**src/rtl/micro_uart3_pkg.sv**
```systemverilog
// Shared definitions for the micro_uart3 CPU-bus arbiter: FSM states,
// register address codes and the default bus width.
package micro_uart3_pkg;

    localparam int DW_DEFAULT = 16;

    localparam logic ADDR_DATA = 1'b0;
    localparam logic ADDR_BAUD = 1'b1;

    typedef enum logic [1:0] {
        ST_IDLE  = 2'd0,
        ST_ISSUE = 2'd1,
        ST_DONE  = 2'd2
    } arb_state_t;

endpackage

```
**src/rtl/micro_uart3_rr_pick.sv**
```systemverilog
// Two-way request picker. Remembers the last granted requester so that
// round-robin ties alternate; fixed_prio makes requester 0 win every tie.
module micro_uart3_rr_pick (
    input  logic       clk,
    input  logic       reset,
    input  logic [1:0] req,
    input  logic       fixed_prio,
    input  logic       take,
    output logic       winner
);

    logic last_grant;

    // Winner is only meaningful while at least one req is high.
    always_comb begin
        winner = 1'b0;
        if (req == 2'b10) begin
            winner = 1'b1;
        end else if (req == 2'b11) begin
            winner = fixed_prio ? 1'b0 : ~last_grant;
        end
    end

    // Reset to 1 so requester 0 takes the first tie.
    always_ff @(posedge clk or posedge reset) begin
        if (reset) begin
            last_grant <= 1'b1;
        end else if (take) begin
            last_grant <= winner;
        end
    end

endmodule

```
**src/rtl/micro_uart3_bus_arb.sv**
```systemverilog
// Arbitrates two req/ack requesters onto the micro_uart3 CPU register bus,
// issuing one single-cycle read or write strobe per granted transaction.
module micro_uart3_bus_arb
    import micro_uart3_pkg::*;
#(
    parameter int DW         = DW_DEFAULT,
    parameter bit FIXED_PRIO = 1'b0
) (
    input  logic          clk,
    input  logic          reset,
    input  logic          rq0_req,
    input  logic          rq0_write,
    input  logic          rq0_addr,
    input  logic [DW-1:0] rq0_wdata,
    output logic          rq0_ack,
    output logic [DW-1:0] rq0_rdata,
    input  logic          rq1_req,
    input  logic          rq1_write,
    input  logic          rq1_addr,
    input  logic [DW-1:0] rq1_wdata,
    output logic          rq1_ack,
    output logic [DW-1:0] rq1_rdata,
    output logic          data_select,
    output logic          baud_select,
    output logic          cpu_read,
    output logic          cpu_write,
    output logic [DW-1:0] cpu_wdata,
    input  logic [DW-1:0] cpu_rdata,
    output logic          busy
);

    arb_state_t    state, state_next;
    logic          take;
    logic          winner;
    logic          owner;
    logic          lat_write;
    logic          lat_addr;
    logic [DW-1:0] lat_wdata;

    micro_uart3_rr_pick u_pick (
        .clk        (clk),
        .reset      (reset),
        .req        ({rq1_req, rq0_req}),
        .fixed_prio (FIXED_PRIO),
        .take       (take),
        .winner     (winner)
    );

    always_ff @(posedge clk or posedge reset) begin
        if (reset) begin
            state <= ST_IDLE;
        end else begin
            state <= state_next;
        end
    end

    // Bus outputs decode straight from the state so an asynchronous reset
    // drops strobes, selects and acks without waiting for a clock edge.
    always_comb begin
        state_next  = state;
        take        = 1'b0;
        data_select = 1'b0;
        baud_select = 1'b0;
        cpu_read    = 1'b0;
        cpu_write   = 1'b0;
        rq0_ack     = 1'b0;
        rq1_ack     = 1'b0;
        busy        = 1'b0;
        case (state)
            ST_IDLE: begin
                if (rq0_req || rq1_req) begin
                    take       = 1'b1;
                    state_next = ST_ISSUE;
                end
            end
            ST_ISSUE: begin
                busy        = 1'b1;
                data_select = (lat_addr == ADDR_DATA);
                baud_select = (lat_addr == ADDR_BAUD);
                cpu_write   = lat_write;
                cpu_read    = ~lat_write;
                state_next  = ST_DONE;
            end
            ST_DONE: begin
                busy       = 1'b1;
                rq0_ack    = ~owner;
                rq1_ack    = owner;
                state_next = ST_IDLE;
            end
            default: state_next = ST_IDLE;
        endcase
    end

    // Winner's request is captured at grant, so later req changes are ignored.
    always_ff @(posedge clk or posedge reset) begin
        if (reset) begin
            owner     <= 1'b0;
            lat_write <= 1'b0;
            lat_addr  <= 1'b0;
            lat_wdata <= '0;
        end else if (take) begin
            owner     <= winner;
            lat_write <= winner ? rq1_write : rq0_write;
            lat_addr  <= winner ? rq1_addr  : rq0_addr;
            lat_wdata <= winner ? rq1_wdata : rq0_wdata;
        end
    end

    assign cpu_wdata = lat_wdata;

    // Read data lands at the end of ISSUE and is held until that owner reads again.
    always_ff @(posedge clk or posedge reset) begin
        if (reset) begin
            rq0_rdata <= '0;
            rq1_rdata <= '0;
        end else if (state == ST_ISSUE && !lat_write) begin
            if (owner) begin
                rq1_rdata <= cpu_rdata;
            end else begin
                rq0_rdata <= cpu_rdata;
            end
        end
    end

endmodule

```
**config.mk**
```make
export PLATFORM = sky130hd
export DESIGN_NAME = micro_uart3_bus_arb
export DESIGN_NICKNAME = d
export VERILOG_FILES = /design/src/rtl/micro_uart3_pkg.sv /design/src/rtl/micro_uart3_rr_pick.sv /design/src/rtl/micro_uart3_bus_arb.sv
export SDC_FILE = /design/constraint.sdc
export NUM_CORES = 1
export LEC_CHECK = 0
export ABC_AREA = 1
export CAP_MARGIN = 15
export CORE_MARGIN = 10
export CORE_UTILIZATION = 42
export CTS_CLUSTER_SIZE = 12
export DETAILED_ROUTE_END_ITERATION = 12
export PLACE_DENSITY = 0.85
export SLEW_MARGIN = 30
export SYNTH_ARGS = -nofsm -noshare
export SYNTH_HDL_FRONTEND = slang
export SYNTH_SLANG_ARGS = --single-unit
```
**constraint.sdc**
```tcl
create_clock -name clk -period 2 [get_ports clk]
set_clock_uncertainty 0.05 [all_clocks]
set_input_delay 0.4 -clock clk [delete_from_list [all_inputs] [get_ports clk]]
set_output_delay 0.4 -clock clk [all_outputs]
set_load 0.02 [all_outputs]
```
* Word-level counts from Yosys, hierarchy flattened
Cells that the tools add are included.
** Word-level totals
- Flip-flop bits (word level) :: 54
- Input bits :: 56
- Output and inout port bits :: 55
- Word-level logic and storage cells :: 40
** Operators by class
- Eq/ne operators :: 5
- Muxes and demuxes :: 16
- Bitwise operators :: 4
- Reductions and logical operators :: 7
** Operator list (number)
- $mux W16 :: 1
- $mux W1 :: 13
- $eq A2 B2 Y1 const B :: 3
- $not A1 Y1 :: 4
- $pmux W2 S2 :: 1
- $reduce_and A2 Y1 :: 2
- $eq A2 B1 Y1 const B :: 1
- $logic_not A2 Y1 :: 1
- $mux W2 :: 1
- $ne A2 B2 Y1 const B :: 1
- $reduce_or A2 Y1 :: 1
- $logic_and A1 B1 Y1 :: 1
- $logic_not A1 Y1 :: 1
- $logic_or A1 B1 Y1 :: 1

* Logic depth before layout (Yosys ltp)
- Word-level depth :: 4
- Mapped depth :: 8
- Depth with buffers taken out :: 7

* Cells and area by module
Synthesis repeated with hierarchy kept, for this count alone.
** Unflattened totals
- Cells, all modules :: 317
- Area total of the unflattened synthesis :: 2473.6 um^2
** By module, submodules not included
- micro_uart3_bus_arb :: times used 1, cells an instance 309, area each 2416.1 um^2, sequential area each 1326.3 um^2
- micro_uart3_rr_pick :: times used 1, cells an instance 8, area each 57.6 um^2, sequential area each 26.3 um^2

* Least setup slack after synthesis
Ideal clock, no wire load.
- Path kind :: flip-flop to flip-flop
- From :: register state[1]
- To :: register rq0_rdata[15]
- Setup time :: 121 ps
- Arrival time :: 1304 ps
- Required time :: 1829 ps
- Path slack :: 525 ps
- Cell stages (with the launch flop) :: 9
- Buffers on the path :: 1
- Period minus slack after synthesis :: 1475 ps
- Cells stage by stage :: dfrtp_1 -> inv_1 -> ha_1 -> inv_1 -> nor2_4 -> nand2_4 -> buf_4 -> nand2_1 -> o21ai_1
** On the way
- Word-level cells in the longest chain between the ends :: 3
** Ends and longest elaborated chain
- from (decl) :: RTL line micro_uart3_bus_arb.sv:32 : arb_state_t state, state_next;
- from (signal assigned) :: RTL line micro_uart3_bus_arb.sv:53 : state <= state_next;
- $eq A2 B1 Y1 :: RTL line micro_uart3_bus_arb.sv:116 : end else if (state == ST_ISSUE && !lat_write) begin
- $logic_and A1 B1 Y1 :: RTL line micro_uart3_bus_arb.sv:116
- $reduce_and A2 Y1 (no line)
- to (signal assigned) :: RTL line micro_uart3_bus_arb.sv:120 : rq0_rdata <= cpu_rdata;
- to (decl) :: RTL line micro_uart3_bus_arb.sv:16 : output logic [DW-1:0] rq0_rdata,
Every way passes these cells.
A chain may end at the register's enable or synchronous reset.

* Final worst setup path
- From :: register state[1]
- To :: output port cpu_write
** On the way
- Word-level cells in the longest chain between the ends :: 2
** Ends and longest elaborated chain
- $eq A2 B1 Y1 :: RTL line micro_uart3_bus_arb.sv:69 : case (state)
- $mux W1 :: RTL line micro_uart3_bus_arb.sv:69
- to (decl) :: RTL line micro_uart3_bus_arb.sv:26 : output logic cpu_write,
Every way passes these cells.

==> reports/metrics.yaml <==
run_status:
  status: "finished clean"
global_routing:
  grt_start_max_net_pins: 55
  use_met3: 0.0388
  busiest_layer: "met2"
  grtUsageMet1: 0.161
  gr-usage-all-layers: 0.146
  use_met2: 0.267
  grt_first_pass_wirelength_mm: 11.8
  antenna_found_initial: 0
  grt_pass1_vias: 2323
  overflow: 0
clock_network:
  cts.sinks: 54
  post_cts_buffers: 0
  cts_tree: "yes"
  cts_buffers: 5
  cts_root_buf: "clkbuf_8"
  clk_latency_ns: 0.31
  htree_levels: 2
  clock_path_buffers: 2
  cts.clk_slew.worst_paths_ns: 0.11
  cts-hold-fix-buffers: 0
sta:
  tightest_slew_ns: 0.363
  maxSlewViolCount: 0
  rsz0062_at_grt: "no"
  setup_tns_ns: 0
  setup_viol: 0
  hold_viol: 0
  finalCriticalPeriod_ns: 1.88
  relSlewSlack: 0.758
  fmax_ghz: 0.533
  fin_crit_sh: 0.939
setup_path:
  cp_common_cell: "inv_1"
  cp.arrival_ns: 1.43
  reg2reg_depth: 7
  rr_endpoint: "rq0_rdata[6]$_DFFE_PP0P_"
  path_buf_inv: 3
  start_kind: "register"
  reg2reg_slack_ns: 0.39
  rr_startpoint: "state[1]$_DFFE_PP0P_"
  cp.required_ns: 1.55
  critPathMaxStageDelay_ns: 0.40
  critPathCaptureType: "primary output"
  path_max_fanout: 4
  worstSetupPathType: "register to primary output"
  crit_chain: "inv_1, ha_1, nand2_1, inv_1, clkdlybuf4s15_1"
  critPathTopFamily: "buffers and inverters"
  crit_path_top_delay_cell: "dfrtp_1"
power_and_ir_drop:
  pwr_density_cell_mw_per_mm2: 1550
  p_total_mw: 5.93
  vdd_drop_max_mv: 0.732
  leakage_nw: 1.98
final_layout:
  layout_commonest_cell: "clkdlybuf4s50_1"
  drive_above_1_share: 0.0931
  finalNonFillerCells: 494
  layout.nets: 478
  area_growth_pct: 48.4
  mostFrequentLayoutCells: "103 x clkdlybuf4s50_1, 94 x nand2_1, 61 x inv_1"
  diodes: 0
synth:
  yosysSeqAreaShare: 0.525
  netlist_area_mm2: 0.00258
  syn-num-nets: 369
  synth_warnings: 0
  syn_area_per_cell_um2: 8.34
  synth_top_area_cell: "dfrtp_1"
  synth.distinct_cells: 19
  synth.ff_latch_count: 54
  syn_inst: 309
  synthTopCellsByArea: "dfrtp_1 51%, nand2_1 14%, inv_1 9.0%"
  synth_top_cell_area_share: 0.515
routing:
  drtIter0Drc: 108
  ant_nets: 0
  vias: 2266
  wirelength_mm: 7.18
  wl_per_cell_um: 14.5
  first_pass_iters: 5
  vias_per_cell: 4.59
  drc_errors: 0
floorplanning:
  coreArea_mm2: 0.00596
  ios: 111
  dieHeight_um: 98.3
  initial_core_util: 0.433
  dieWidth_um: 98.3
  rows: 28
  die-area_mm2: 0.00967
run:
  cap_viol_max_count: 0
placement:
  dp.final_hpwl_mm: 5.50
  numPortBuffers: 110
  routabilityCongestion: 0.801
  placed_cells: 486
worst_hold_path:
  hold_class: "primary input to asynchronous set/reset pin"
[kinds of logic after synthesis]
group	count (synthesis)	synth area share
buf+inv	77	0.136
compound gates	35	0.0855
flops	54	0.525
simple gates	139	0.234
fa+ha+maj	4	0.0194
[where the power goes]
group / total (mW) / leakage [nW] / internal, mW / switching, mW
Clock: 0.766 / 0.0563 / 0.382 / 0.385
Combinational: 3.22 / 1.27 / 1.42 / 1.80
Sequential: 1.95 / 0.657 / 1.65 / 0.304
Total: 5.93 / 1.98 / 3.45 / 2.48
[final cells by class]
cell class              count  area (um^2)
fillers                   524         2130
multi-input cells         178          873
inverters                  63          236
repair buffers            116         1150
well taps                  75         93.8
flip-flops and latches     54         1350
clock inverters             3         48.8
clock buffers               5         68.8
[per-stage QoR]
| stage | cell area, um^2 | hold WS (ns) | utilization | setup WS, ns |
|---|---|---|---|---|
| 2_1_floorplan | 2580 | 0.392 | - | 0.237 |
| 3_3_place_gp | 3730 | 0.405 | 0.626 | 0.131 |
| 3_5_place_dp | 3730 | 0.405 | 0.626 | 0.0885 |
| 4_1_cts | 3840 | 0.408 | 0.644 | 0.0233 |
| 5_1_grt | 3820 | 0.425 | 0.642 | 0.000158 |
| 6_report | 3820 | 0.397 | 0.642 | 0.122 |
[how the worst max path moves through the flow]
stage / start / depth (start not counted) / slack (ns) / endpoint
after floorplan: reset / 1 / 0.24 / cpu_wdata[0]$_DFFE_PP0P_
after global placement: state[1]$_DFFE_PP0P_ / 5 / 0.13 / data_select
after detailed placement: state[1]$_DFFE_PP0P_ / 5 / 0.09 / data_select
after CTS: state[1]$_DFFE_PP0P_ / 5 / 0.02 / cpu_read
after global routing: state[1]$_DFFE_PP0P_ / 5 / 0.0002 / cpu_write
final: state[1]$_DFFE_PP0P_ / 5 / 0.12 / cpu_write
[Yosys cell counts]
master / count
nand2_1: 94
inv_1: 62
dfrtp_1: 53
nand3_1: 37
o21ai_0: 13
o21ai_2: 12
o21ai_1: 9
buf_4: 5
buf_6: 5
buf_2: 4
ha_1: 4
nand2_4: 2
nor2_1: 2
nor2_4: 2
a21oi_1: 1
dfstp_2: 1
inv_2: 1
nand2_2: 1
nor2_2: 1
[state kept, by name, indices dropped and copies added (netlist names)]
signal,count
cpu_wdata,16
lat_addr,1
lat_write,1
owner,1
rq0_rdata,16
rq1_rdata,16
state,2
u_pick.last_grant,1
[metal layers]
metal,part of all wire,wire (um)
met2,0.54,3850
met1,0.39,2810
met4,0.020,146
met3,0.052,371
met5,0,0
[repair_timing]
item                                    CTS  global route
resized for setup                         7            10
endpoints found under the setup margin    7             6
hold endpoints to repair                  0             0
[worst register-to-register path, delay by kind of cell, from the launching register on]
| family | cells | cell delay [ns] |
|---|---|---|
| buffers and inverters | 3 | 0.33 |
| and+or+nand+nor | 2 | 0.29 |
| AOI/OAI and AO/OA | 1 | 0.27 |
| DFF | 1 | 0.40 |
| adders and majority gates | 1 | 0.19 |
No activity file was read; power rests on OpenSTA's default activity.
==> RTL change (same settings) <==
Set the parameter `FIXED_PRIO` to 1'b1 (it was 1'b0).
--- a/src/rtl/micro_uart3_bus_arb.sv
+++ b/src/rtl/micro_uart3_bus_arb.sv
@@ -5,5 +5,5 @@
 #(
     parameter int DW         = DW_DEFAULT,
-    parameter bit FIXED_PRIO = 1'b0
+    parameter bit FIXED_PRIO = 1'b1
 ) (
     input  logic          clk,
Check against the original RTL: not equivalent (a bounded check fails within 10 cycles, from zero or initial values and one cycle with reset high).
==> RTL change against the original RTL <==
- non-clock buffer count down 1
- largest cell class unchanged
- synthesized area down 3.7%
- sequential power fell by 2%
- sequential cell count shrank 1
- critical path depth did not move
- setup slack got worse by 0.042 ns
- utilization rose by 2.2 points
- wire length decreased by 5.9%
- total power is 7.7% lower
- hold slack better by 0.011 ns
- design area decreased by 2.6%
==> RTL change: results (changes against the original RTL) <==
status=finished, final reports clean; syn_nets=364 (-1.4%); Post-Syn Instances=304 (-1.6%); Slew HR=72.2% (-3.6 points); final net count=474 (-0.84%); H-Tree Depth=2 (unchanged); comb_multi_in=176 (-1.1%); DR WL met2=3.21 mm (-17%); Synth area leaders=dfrtp_1, nand2_1, inv_1; Met3 Wirelength=594 um (+60%); FF+latch count=53 (-1.9%); WHS=0.408 ns (+0.0115 ns); # diodes=0 (unchanged); drt wl/cell=13.9 um (-4.5%); area of the multi-input gates=838 um^2 (-4.0%); Placed Area=3650 um^2 (-1.9%); grt met3 use=6.25% (+2.4 points); share of cells above drive strength 1=5.54% (-3.8 points); critical path arrival=1.47 ns (+0.04 ns); pre-CTS WS=-0.0204 ns (-0.109 ns); pin count of the biggest net entering global routing=54 (-1.8%); NonClk Buf Share=30.8% (+0.72 points); fraction of registers with async set/reset=100% (unchanged); fin cells=487 (-1.4%); met1 Track Usage GR=16.3% (+0.13 points); layout clock buffer count=6 (+1); FILL cells=504 (-3.8%); Seq/Total Area, Yosys=53.5% (+0.98 points); worst flop-to-flop path endpoint=rq1_rdata[8]; design area=3730 um^2 (-2.6%); GP Congestion=0.792 (-1.1%); Max IR drop VDD=0.776 mV (+6.1%); first-pass GRT wire length=11.0 mm (-6.8%); area occupied by registers=1330 um^2 (-1.9%); via/cell ratio=4.58 (about the same); DP HPWL=5.31 mm (-3.5%); cells on worst reg2reg path=8 (+1); Placed Cells incl. Taps=479 (-1.4%); routed length on met1=2.92 mm (+4.1%); num tapcells=72 (-4.0%); Initial DRC Count=35 (-68%); Compound-Gate Fraction of Synth Area=7.42% (-1.1 points); period utilization=96.0% (+2.1 points); Post-Synth Adder-Cell Area=2.02% (+0.075 points); total track usage=13.8% (-0.82 points); Commonest cells post-synth=nand2_1, inv_1, dfrtp_1; met2 usage in global routing=22.5% (-4.2 points); Clock buf/inv share=2.35% (-0.73 points); leakage power=1.96 nW (-1.4%); R2R setup slack=0.37 ns (-0.02 ns); Req. time, crit path=1.55 ns (about the same); CTS clock-pin slew for the worst setup and hold paths=0.09 ns (-0.02 ns); count of plain and timing-repair buffers=115 (-0.86%); internal power=3.19 mW (-7.7%)
RTL change: worst max path at each step:
stage | startpoint | depth (start not counted) | endpoint
3_3_place_gp | state[1] | 5 | data_select
2_1_floorplan | reset | 1 | cpu_wdata[0]
3_5_place_dp | state[1] | 5 | data_select
6_report | state[1] | 5 | cpu_write
5_1_grt | state[0] | 5 | rq0_ack
4_1_cts | state[1] | 5 | cpu_read
RTL change: power groups by stage:
stage,Clock [mW],Sequential [mW],Combinational [mW]
final,0.581,1.91,2.98
after global placement,0,1.92,3.01
after global routing,0.652,1.97,3.26
after CTS,0.602,1.92,3.05
after floorplan,0,2.50,0.998
after detailed placement,0,1.93,3.09
RTL change: what timing repair did:
item | CTS | global route
setup endpoints to repair | 7 | 1
endpoints found under the hold margin | 0 | 0
resized for setup | 11 | 1
pin swaps | 0 | 0
gates cloned | 0 | 0
